[src/rtl/branch_pkg.sv]
// rtl/branch_pkg.sv - shared types, FSM encodings and counter helpers for the branch unit
// Contents:
//   funct3_e              conditional branch condition codes
//   ST_RUN/ST_WAIT_FLUSH  FSM state encodings
//   sat_inc/sat_dec       saturating PHT counter update, width passed as an argument
package branch_pkg;

  typedef enum logic [2:0] {
    BEQ  = 3'b000,
    BNE  = 3'b001,
    BLT  = 3'b010,
    BLTU = 3'b011,
    BGE  = 3'b100,
    BGEU = 3'b101
  } funct3_e;

  localparam logic [0:0] ST_RUN        = 1'b0;
  localparam logic [0:0] ST_WAIT_FLUSH = 1'b1;

  // Counters are carried as plain integers so one helper serves any CTR_BITS.
  function automatic int unsigned sat_inc(input int unsigned ctr, input int unsigned bits);
    int unsigned top;
    top = (32'd1 << bits) - 32'd1;
    return (ctr >= top) ? top : ctr + 32'd1;
  endfunction

  function automatic int unsigned sat_dec(input int unsigned ctr);
    return (ctr == 32'd0) ? 32'd0 : ctr - 32'd1;
  endfunction

endpackage

[src/rtl/branch_result_fifo.sv]
// rtl/branch_result_fifo.sv - DEPTH-entry result FIFO between branch S2 and the CDB arbiter
// Ports:
//   clk, rst_n        clock, asynchronous active-low reset
//   flush             synchronous clear, wins over push/pop
//   push, push_data   write an entry (accepted when not full, or full with a pop)
//   pop               advance head (ignored while empty)
//   head              oldest entry
//   count, full, empty occupancy status
module branch_result_fifo #(
  parameter int  DEPTH   = 4,
  parameter type entry_t = logic [7:0]
) (
  input  logic                     clk,
  input  logic                     rst_n,
  input  logic                     flush,
  input  logic                     push,
  input  entry_t                   push_data,
  input  logic                     pop,
  output entry_t                   head,
  output logic [$clog2(DEPTH):0]   count,
  output logic                     full,
  output logic                     empty
);

  localparam int PW = $clog2(DEPTH);

  entry_t          mem [DEPTH];
  logic [PW-1:0]   wr_ptr;
  logic [PW-1:0]   rd_ptr;
  logic            do_push;
  logic            do_pop;

  assign empty   = (count == '0);
  assign full    = (count == (PW+1)'(DEPTH));
  assign do_pop  = pop & !empty;
  // A push into a full FIFO is fine when the head leaves in the same cycle.
  assign do_push = push & (!full | do_pop);
  assign head    = mem[rd_ptr];

  always_ff @(posedge clk or negedge rst_n) begin
    if (!rst_n) begin
      wr_ptr <= '0;
      rd_ptr <= '0;
      count  <= '0;
    end else if (flush) begin
      wr_ptr <= '0;
      rd_ptr <= '0;
      count  <= '0;
    end else begin
      if (do_push) wr_ptr <= wr_ptr + 1'b1;
      if (do_pop)  rd_ptr <= rd_ptr + 1'b1;
      case ({do_push, do_pop})
        2'b10:   count <= count + 1'b1;
        2'b01:   count <= count - 1'b1;
        default: count <= count;
      endcase
    end
  end

  always_ff @(posedge clk) begin
    if (do_push && !flush) mem[wr_ptr] <= push_data;
  end

endmodule

[src/rtl/branch_resolve_unit.sv]
// rtl/branch_resolve_unit.sv - two-stage branch/JAL/JALR resolve unit with buffered CDB results
// Ports:
//   issue    : in_valid/in_ready, src1, src2, predicted_pc, target_addr, link_value, in_tag,
//              is_jal, is_jalr, funct3, ctr_state, redirected
//   control  : flush (clears S2 and FIFO, returns FSM to RUN)
//   side     : redirect_valid/redirect_pc, btb_we/btb_target/btb_invalidate, pht_we/pht_next
//   cdb      : cdb_request/cdb_grant, cdb_tag, cdb_result, cdb_taken
module branch_resolve_unit
  import branch_pkg::*;
#(
  parameter int XLEN     = 32,
  parameter int TAG_W    = 5,
  parameter int CTR_BITS = 2,
  parameter int DEPTH    = 4
) (
  input  logic                clk,
  input  logic                rst_n,
  input  logic                flush,
  input  logic                in_valid,
  output logic                in_ready,
  input  logic [XLEN-1:0]     src1,
  input  logic [XLEN-1:0]     src2,
  input  logic [XLEN-1:0]     predicted_pc,
  input  logic [XLEN-1:0]     target_addr,
  input  logic [XLEN-1:0]     link_value,
  input  logic [TAG_W-1:0]    in_tag,
  input  logic                is_jal,
  input  logic                is_jalr,
  input  logic [2:0]          funct3,
  input  logic [CTR_BITS-1:0] ctr_state,
  input  logic                redirected,
  output logic                redirect_valid,
  output logic [XLEN-1:0]     redirect_pc,
  output logic                btb_we,
  output logic [XLEN-1:0]     btb_target,
  output logic                btb_invalidate,
  output logic                pht_we,
  output logic [CTR_BITS-1:0] pht_next,
  output logic                cdb_request,
  input  logic                cdb_grant,
  output logic [TAG_W-1:0]    cdb_tag,
  output logic [XLEN-1:0]     cdb_result,
  output logic                cdb_taken
);

  localparam int CW = $clog2(DEPTH) + 1;

  typedef struct packed {
    logic                is_jal;
    logic                is_jalr;
    logic [CTR_BITS-1:0] ctr_state;
    logic                redirected;
  } br_ctrl_t;

  typedef struct packed {
    logic [TAG_W-1:0] tag;
    logic [XLEN-1:0]  result;
    logic             taken;
  } br_result_t;

  // ---------------- S1: resolve in the issue cycle ----------------
  logic [XLEN-1:0] s1_sum;
  logic [XLEN-1:0] s1_correct;
  logic            s1_cond;
  logic            s1_taken;
  logic            accept;

  always_comb begin
    s1_sum  = src1 + src2;
    s1_cond = 1'b1;
    case (funct3)
      BEQ:     s1_cond = (src1 == src2);
      BNE:     s1_cond = (src1 != src2);
      BLT:     s1_cond = ($signed(src1) <  $signed(src2));
      BLTU:    s1_cond = (src1 <  src2);
      BGE:     s1_cond = ($signed(src1) >= $signed(src2));
      BGEU:    s1_cond = (src1 >= src2);
      default: s1_cond = 1'b1;
    endcase
    if (is_jal) begin
      s1_taken   = 1'b1;
      s1_correct = s1_sum;
    end else if (is_jalr) begin
      s1_taken   = 1'b1;
      s1_correct = {s1_sum[XLEN-1:1], 1'b0};
    end else begin
      s1_taken   = s1_cond;
      s1_correct = s1_cond ? target_addr : link_value;
    end
  end

  assign accept = in_valid & in_ready & !flush;

  // ---------------- S2 register ----------------
  logic             s2_valid;
  br_ctrl_t         s2_ctrl;
  logic             s2_taken;
  logic [XLEN-1:0]  s2_correct;
  logic [XLEN-1:0]  s2_target;
  logic [XLEN-1:0]  s2_pred;
  logic [XLEN-1:0]  s2_link;
  logic [TAG_W-1:0] s2_tag;

  always_ff @(posedge clk or negedge rst_n) begin
    if (!rst_n) begin
      s2_valid   <= 1'b0;
      s2_ctrl    <= '0;
      s2_taken   <= 1'b0;
      s2_correct <= '0;
      s2_target  <= '0;
      s2_pred    <= '0;
      s2_link    <= '0;
      s2_tag     <= '0;
    end else begin
      s2_valid <= accept;
      if (accept) begin
        s2_ctrl    <= '{is_jal: is_jal, is_jalr: is_jalr & !is_jal,
                        ctr_state: ctr_state, redirected: redirected};
        s2_taken   <= s1_taken;
        s2_correct <= s1_correct;
        s2_target  <= target_addr;
        s2_pred    <= predicted_pc;
        s2_link    <= link_value;
        s2_tag     <= in_tag;
      end
    end
  end

  // ---------------- S2 side-effect pulses ----------------
  logic live;
  logic is_br;
  logic mispredict;
  logic misdirect;
  logic jalr_miss;

  assign live       = s2_valid & !flush;
  assign is_br      = !s2_ctrl.is_jal & !s2_ctrl.is_jalr;
  assign mispredict = s2_ctrl.ctr_state[CTR_BITS-1] ^ s2_taken;
  assign misdirect  = s2_ctrl.redirected & (!s2_taken | (s2_target != s2_pred));
  assign jalr_miss  = !s2_ctrl.redirected | (s2_correct != s2_pred);

  always_comb begin
    redirect_valid = live & (is_br ? (mispredict | misdirect) : (s2_ctrl.is_jalr & jalr_miss));
    redirect_pc    = redirect_valid ? s2_correct : '0;
    btb_we         = live & (is_br ? s2_taken : s2_ctrl.is_jalr);
    btb_target     = '0;
    if (btb_we) btb_target = is_br ? s2_target : s2_correct;
    btb_invalidate = live & is_br & !s2_taken & s2_ctrl.redirected;
    pht_we         = live & is_br;
    pht_next       = '0;
    if (pht_we) begin
      pht_next = s2_taken ? CTR_BITS'(sat_inc(32'(s2_ctrl.ctr_state), CTR_BITS))
                          : CTR_BITS'(sat_dec(32'(s2_ctrl.ctr_state)));
    end
  end

  // ---------------- result FIFO ----------------
  br_result_t       push_data;
  br_result_t       head;
  logic [CW-1:0]    fifo_count;
  logic             fifo_full;
  logic             fifo_empty;

  assign push_data = '{tag: s2_tag, result: is_br ? '0 : s2_link, taken: s2_taken};

  branch_result_fifo #(
    .DEPTH   (DEPTH),
    .entry_t (br_result_t)
  ) u_fifo (
    .clk       (clk),
    .rst_n     (rst_n),
    .flush     (flush),
    .push      (s2_valid),
    .push_data (push_data),
    .pop       (cdb_grant),
    .head      (head),
    .count     (fifo_count),
    .full      (fifo_full),
    .empty     (fifo_empty)
  );

  assign cdb_request = !fifo_empty;
  assign cdb_tag     = fifo_empty ? '0 : head.tag;
  assign cdb_result  = fifo_empty ? '0 : head.result;
  assign cdb_taken   = !fifo_empty & head.taken;

  // ---------------- FSM ----------------
  logic [0:0] state;

  always_ff @(posedge clk or negedge rst_n) begin
    if (!rst_n)              state <= ST_RUN;
    else if (flush)          state <= ST_RUN;
    else if (redirect_valid) state <= ST_WAIT_FLUSH;
  end

  // The instruction in S2 already owns a FIFO slot, so it is counted against DEPTH.
  assign in_ready = (state == ST_RUN) & !redirect_valid & !fifo_full &
                    ((int'(fifo_count) + int'(s2_valid)) < DEPTH);

endmodule

[config.mk]
export PLATFORM = sky130hd
export DESIGN_NAME = branch_resolve_unit
export DESIGN_NICKNAME = d
export VERILOG_FILES = /design/src/rtl/branch_pkg.sv /design/src/rtl/branch_result_fifo.sv /design/src/rtl/branch_resolve_unit.sv
export SDC_FILE = /design/constraint.sdc
export NUM_CORES = 1
export LEC_CHECK = 0
export ABC_AREA = 1
export CAP_MARGIN = 10
export CELL_PAD_IN_SITES_DETAIL_PLACEMENT = 0
export CELL_PAD_IN_SITES_GLOBAL_PLACEMENT = 1
export CORE_UTILIZATION = 43
export CTS_CLUSTER_SIZE = 12
export DETAILED_ROUTE_END_ITERATION = 7
export PLACE_DENSITY_LB_ADDON = 0.1
export SLEW_MARGIN = 15
export SYNTH_ARGS = -nofsm -noshare
export SYNTH_HDL_FRONTEND = slang
export SYNTH_SLANG_ARGS = --single-unit
export TNS_END_PERCENT = 50
[constraint.sdc]
create_clock -name clk -period 5.3 [get_ports clk]
set_input_delay 1.06 -clock clk [delete_from_list [all_inputs] [get_ports clk]]
set_output_delay 1.06 -clock clk [all_outputs]
set_load 0.02 [all_outputs]
## Word-level counts from Yosys, hierarchy flattened

Memories as Yosys holds them, arrays and structs flattened.
Index checks and enable logic that the tools add are counted.

| word-level totals | value |
|---|---|
| register bits after elaboration | 148 |
| input port bits | 178 |
| bits in latches | 0 |
| memories | 1 |
| output and inout port bits | 110 |
| word-level logic and storage cells | 111 |
| bits in writable memories | 152 |
| memory bits (read-only) | 0 |

Memories:

| name | words | width | read ports | clocked after memory_dff | wr ports | line | text |
|---|---|---|---|---|---|---|---|
| u_fifo.mem | 4 | 38 | 1 | 0 | 1 | branch_result_fifo.sv:27 | `entry_t mem [DEPTH];` |

| cells by class | value |
|---|---|
| eq/ne operators | 12 |
| shift operators | 0 |
| bitwise operators | 24 |
| add/sub/neg operators | 8 |
| div/mod/pow operators | 0 |
| multiply operators | 0 |
| mux-type cells | 28 |
| $lt $le $gt $ge | 6 |
| reduce and logical (&&, ||, !) cells | 17 |

Operators with widths:

| operator | count |
|---|---|
| 2-to-1 mux 32 bit | 8 |
| inequality test 32 bit | 3 |
| >= comparator 32 bit | 2 |
| < comparator 32 bit | 2 |
| adder 32 bit | 1 |
| == test 32 bit | 1 |
| AND 1 bit | 18 |
| 2-to-1 mux 2 bit | 8 |
| == test 3 bit, second input constant | 3 |
| zero test 1 bit | 9 |
| 2-to-1 mux 1 bit | 8 |
| adder 2 x 1 -> 2 bit, second input constant | 3 |
| == test 3 x 2 -> 1 bit, second input constant | 2 |
| zero test 3 bit | 2 |
| case mux 1 bit (6 select lines) | 1 |
| case mux 3 bit (2 select lines) | 1 |
| nonzero test 2 bit | 3 |
| 2-to-1 mux 5 bit | 1 |
| adder 3 x 1 -> 4 bit | 1 |
| < comparator 4 x 3 -> 1 bit, second input constant | 1 |
| OR 1 bit | 4 |
| adder 3 x 1 -> 3 bit, second input constant | 1 |
| == test 3 x 1 -> 1 bit, second input constant | 1 |
| 2-to-1 mux 3 bit | 1 |
| other kinds (10) | 10 |

## Longest topological paths before layout

| logic depth | value |
|---|---|
| depth in word-level cells | 12 |
| mapped depth | 23 |

## Modules after synthesis

From an unflattened synthesis, not the netlist that was laid out.

| second synthesis, totals | value |
|---|---|
| cell total of the unflattened synthesis | 2,186 |
| area total of the unflattened synthesis | 17,192.7 um^2 |

Modules (own cells, without submodules):

| module | seq. area each (um^2) | instances | area an instance (um^2) | cells an instance |
|---|---|---|---|---|
| branch_resolve_unit | 3,528.4 | 1 | 11,089.4 | 1,751 |
| branch_result_fifo | 4,739.5 | 1 | 6,103.4 | 435 |

## Least setup slack after synthesis

Ideal clock, no wire load.

| timing path | value |
|---|---|
| path type | input to output |
| start | in flush |
| end | out redirect_pc[23] |
| buffers on the path | 1 |
| slack | 1.548 ns |
| cell stages on the path | 12 |
| arrival time | 2.692 ns |
| path through | inv_2 > nand2_1 > nor2_2 > inv_2 > a21oi_1 > inv_1 > a21oi_1 > a21oi_2 > nand2_1 > clkbuf_1 > nand2_1 > inv_1 |

| on the way | value |
|---|---|
| cells in the longest elaborated chain, start to end | 4 |

Ends and longest elaborated chain:

| item | line | text |
|---|---|---|
| start, declared | branch_resolve_unit.sv:18 | `input logic flush,` |
| zero test 1 bit | branch_resolve_unit.sv:136 | `assign live = s2_valid & !flush;` |
| AND 1 bit | branch_resolve_unit.sv:136 |  |
| AND 1 bit | branch_resolve_unit.sv:143 | `redirect_valid = live & (is_br ? (mispredict \| misdirect) : (s2_ctrl.is_jalr & jalr_miss));` |
| named net redirect_valid | branch_resolve_unit.sv:32 | `output logic redirect_valid,` |
| 2-to-1 mux 32 bit | branch_resolve_unit.sv:144 | `redirect_pc = redirect_valid ? s2_correct : '0;` |
| end, declared | branch_resolve_unit.sv:33 | `output logic [XLEN-1:0] redirect_pc,` |

The timed path passes the listed nets, and every way through them passes these cells.

## Worst setup path after layout

| timing path | value |
|---|---|
| start | in flush |
| end | out redirect_pc[27] |

| on the way | value |
|---|---|
| cells in the longest elaborated chain, start to end | 4 |

Ends and longest elaborated chain:

| item | line |
|---|---|
| zero test 1 bit | branch_resolve_unit.sv:136 |
| AND 1 bit | branch_resolve_unit.sv:136 |
| AND 1 bit | branch_resolve_unit.sv:143 |
| 2-to-1 mux 32 bit | branch_resolve_unit.sv:144 |

No other way between the ends.

==> out/metrics.cfg <==
[run_status]
status = finished, final reports clean

[layout]
final_nets = 2686
syn2layout_area_growth_pct = 25.6
drive_gt1_share_pct = 7.51
fill_cells = 3773

[sta]
period_needed_ps = 4800
hold_slack_ps = 489
setup_violations = 0
post-route-period-util_pct = 90.6
rsz0062_at_grt = no
hold_violations = 0
worst_pin_slew_ps = 974
timing.fmax_mhz = 208
fin_setup_tns_ps = 0
post-route-worst-setup-slack_ps = 496
drv_slew = 0
clock_skew_ps = 24.5
max_slew_margin_pct = 35.1

[die]
rows = 73
die_y_um = 204
ios = 288
coreArea_mm2 = 0.0399
fp.dieArea_mm2 = 0.0415
start_util_pct = 43.9
die_w_um = 204

[setup_path]
worstSetupPathType = in2out
rr_worst_depth = 11
end_kind = output port
cp.arrival_ps = 3740
crit_start = flush
critical_path.most_common_cell = nand2_1
slowest_stage = clkdlybuf4s50_1
crit_chain = clkdlybuf4s50_1 -> inv_2 -> nand2_1 -> nor2_2 -> inv_2 -> a21oi_1 -> inv_1 -> a21oi_1 -> a21oi_2 -> nand2_1 -> buf_12 -> nand2_1 -> inv_1 -> clkdlybuf4s50_1
path_max_fanout = 32
critPathMaxStageDelay_ps = 600
r2r_start = s2_correct[13]
critPathRequiredTime_ps = 4240
cp-start-kind = input pin

[drt]
ant_nets = 0
drt_wl_total_um = 57300
vias = 15200
first_iter_violations = 968
viasPerCell = 5.07
drc = 0
routedWlPerCell_um = 19.1
first_pass_iters = 5

[grt]
grt_pass1_vias = 15000
grt_max_degree = 164
antenna_found_initial = 8
grt_pass1_wl_um = 87100
grt_usage_pct = 27.8
grt-ovfl-total = 0

[power_and_ir_drop]
p_leak_nw = 9.84
ir_drop_mv = 0.242
power_density_mw_per_mm2 = 466

[clocking]
cts.sinks = 300
root_buffer = clkbuf_16
insertion_delay_ps = 530
clk_pin_slew_ps = 60
cts_hold_buf = 0
clk_path_buf_depth = 3
cts-htree-levels = 2
cts_setup_buffers = 0
cts_buffers = 35
ctsResizeCount = 0
cts_tree = done

[job]
maxCapViolations = 0

[place]
dp_hpwl_um = 42500
gp_congestion = 0.914
place_ws_ps = 516
io_buffers = 287

[yosys]
synth-seq-cells = 300
synth_ff_type = edfxtp_1
synth_cell_type_count = 49
synth_top_area_share_pct = 26.1
synth_seq_area_share_pct = 47.2
synth_cells = 2184
syn_area_per_cell_um2 = 8.02
yosys.area.top_type = edfxtp_1
synthTopCellsByArea = edfxtp_1, dfrtp_1, nand2_1, nor2_1, inv_1
yosys_warnings = 0
synth_common_cells = nand2_1, nor2_1, inv_1
synth_fp_nets = 2431
yosysMostFrequentCell = nand2_1
synth_edf_count = 152
async_flop_share_pct = 49.3
netlist_area_mm2 = 0.0175

[hold_path]
holdPathStages = 2
hold_class = reg2reg
worstHoldStart = s2_link[13]

## worst paths after layout
path                              endpoint  slack (ps)
max                        redirect_pc[27]         500
min                            s2_link[13]         490
max reg2reg                 s2_correct[21]        2020
min reg2reg                    s2_link[13]         490
max in group asynchronous    s2_target[20]        3750
min in group asynchronous        s2_tag[1]         560
## power breakdown
| part | leakage (nW) | total (W) | switching (W) | internal (W) |
|---|---|---|---|---|
| logic | 6.11 | 0.00398 | 0.00251 | 0.00147 |
| clock network | 0.544 | 0.00235 | 0.000944 | 0.00141 |
| registers | 3.19 | 0.00392 | 0.000725 | 0.00319 |
## cell families after synthesis
logic type      count (synthesis)  share of synthesized area (%)
fa+ha+maj                      69                           5.02
buf+inv                       435                           9.95
xor+xnor                       35                           1.75
compound gates                440                           13.7
flops                         300                           47.2
simple gates                  905                           22.4
## state kept, by name (all words and copies together) (netlist names)
name and flops:
s2_correct 32, s2_ctrl 5, s2_link 32, s2_pred 32
s2_tag 5, s2_taken 1, s2_target 32, s2_valid 1
state 1, u_fifo.count 3, u_fifo.mem 152, u_fifo.rd_ptr 2
u_fifo.wr_ptr 2
## layout by cell type (no fill, tap or decap), types with 3 or more instances in the layout
master,Yosys,final
diode_2,0,4
o21bai_1,6,6
a21oi_2,21,21
inv_2,9,9
clkinv_1,0,4
clkbuf_16,0,36
nor2_4,4,10
nand3_2,32,32
edfxtp_1,152,152
a21o_1,6,6
buf_12,0,3
nor2_1,345,339
clkbuf_1,54,12
o21ai_0,173,173
dfrtp_1,148,147
inv_1,334,334
nor3_1,12,12
nor2_2,9,9
xnor2_1,10,10
clkbuf_8,0,4
nand4_1,14,14
clkdlybuf4s50_1,0,286
o21a_1,3,3
nand2_2,18,18
nor4_1,3,3
xor2_1,25,25
o22ai_1,17,17
nand2_1,389,389
o211ai_1,3,3
or2_2,5,5
nand3_1,65,65
o21ai_1,34,33
ha_1,67,67
a31oi_1,5,5
buf_4,3,20
a21oi_1,160,160
## final cells by class
cell class | instances | area (um2) | share of cell area (%)
flip-flops and latches | 300 | 8270 | 37.6
multi-input cells | 1449 | 7550 | 34.4
repair buffers | 310 | 3080 | 14.0
inverters | 343 | 1290 | 5.86
clock buffers | 52 | 1000 | 4.55
well taps | 525 | 657 | 2.99
clock inverters | 11 | 119 | 0.541
diodes | 4 | 10.0 | 0.0455
## metal layers
metal / wire length [um] / track usage [%] / up-vias
met5: 38 / 0 / -
met4: 1770 / 9.75 / 6
met3: 3400 / 4.68 / 94
met2: 27000 / 45.5 / 457
met1: 25100 / 37.1 / 7098
li1: - / - / 7523
## critical path: cells and delay by family
family	cells	cell delay, ps
buffers and inverters	7	1730
AND/OR/NAND/NOR	4	590
AO/OA/AOI/OAI	3	350
## metrics by stage
stage / instance area (um2) / utilization (%) / std cells / power [W]
6_report: 22000 / 55.1 / 2994 / 0.0102
5_1_grt: 22000 / 55.1 / 2994 / 0.0109
2_1_floorplan: 17500 / - / 2184 / 0.00616
4_1_cts: 22000 / 55.0 / 2990 / 0.0103
3_3_place_gp: 20900 / 52.2 / 2927 / 0.00786
3_5_place_dp: 20900 / 52.2 / 2927 / 0.00791
(Power assumes the default switching activity.)
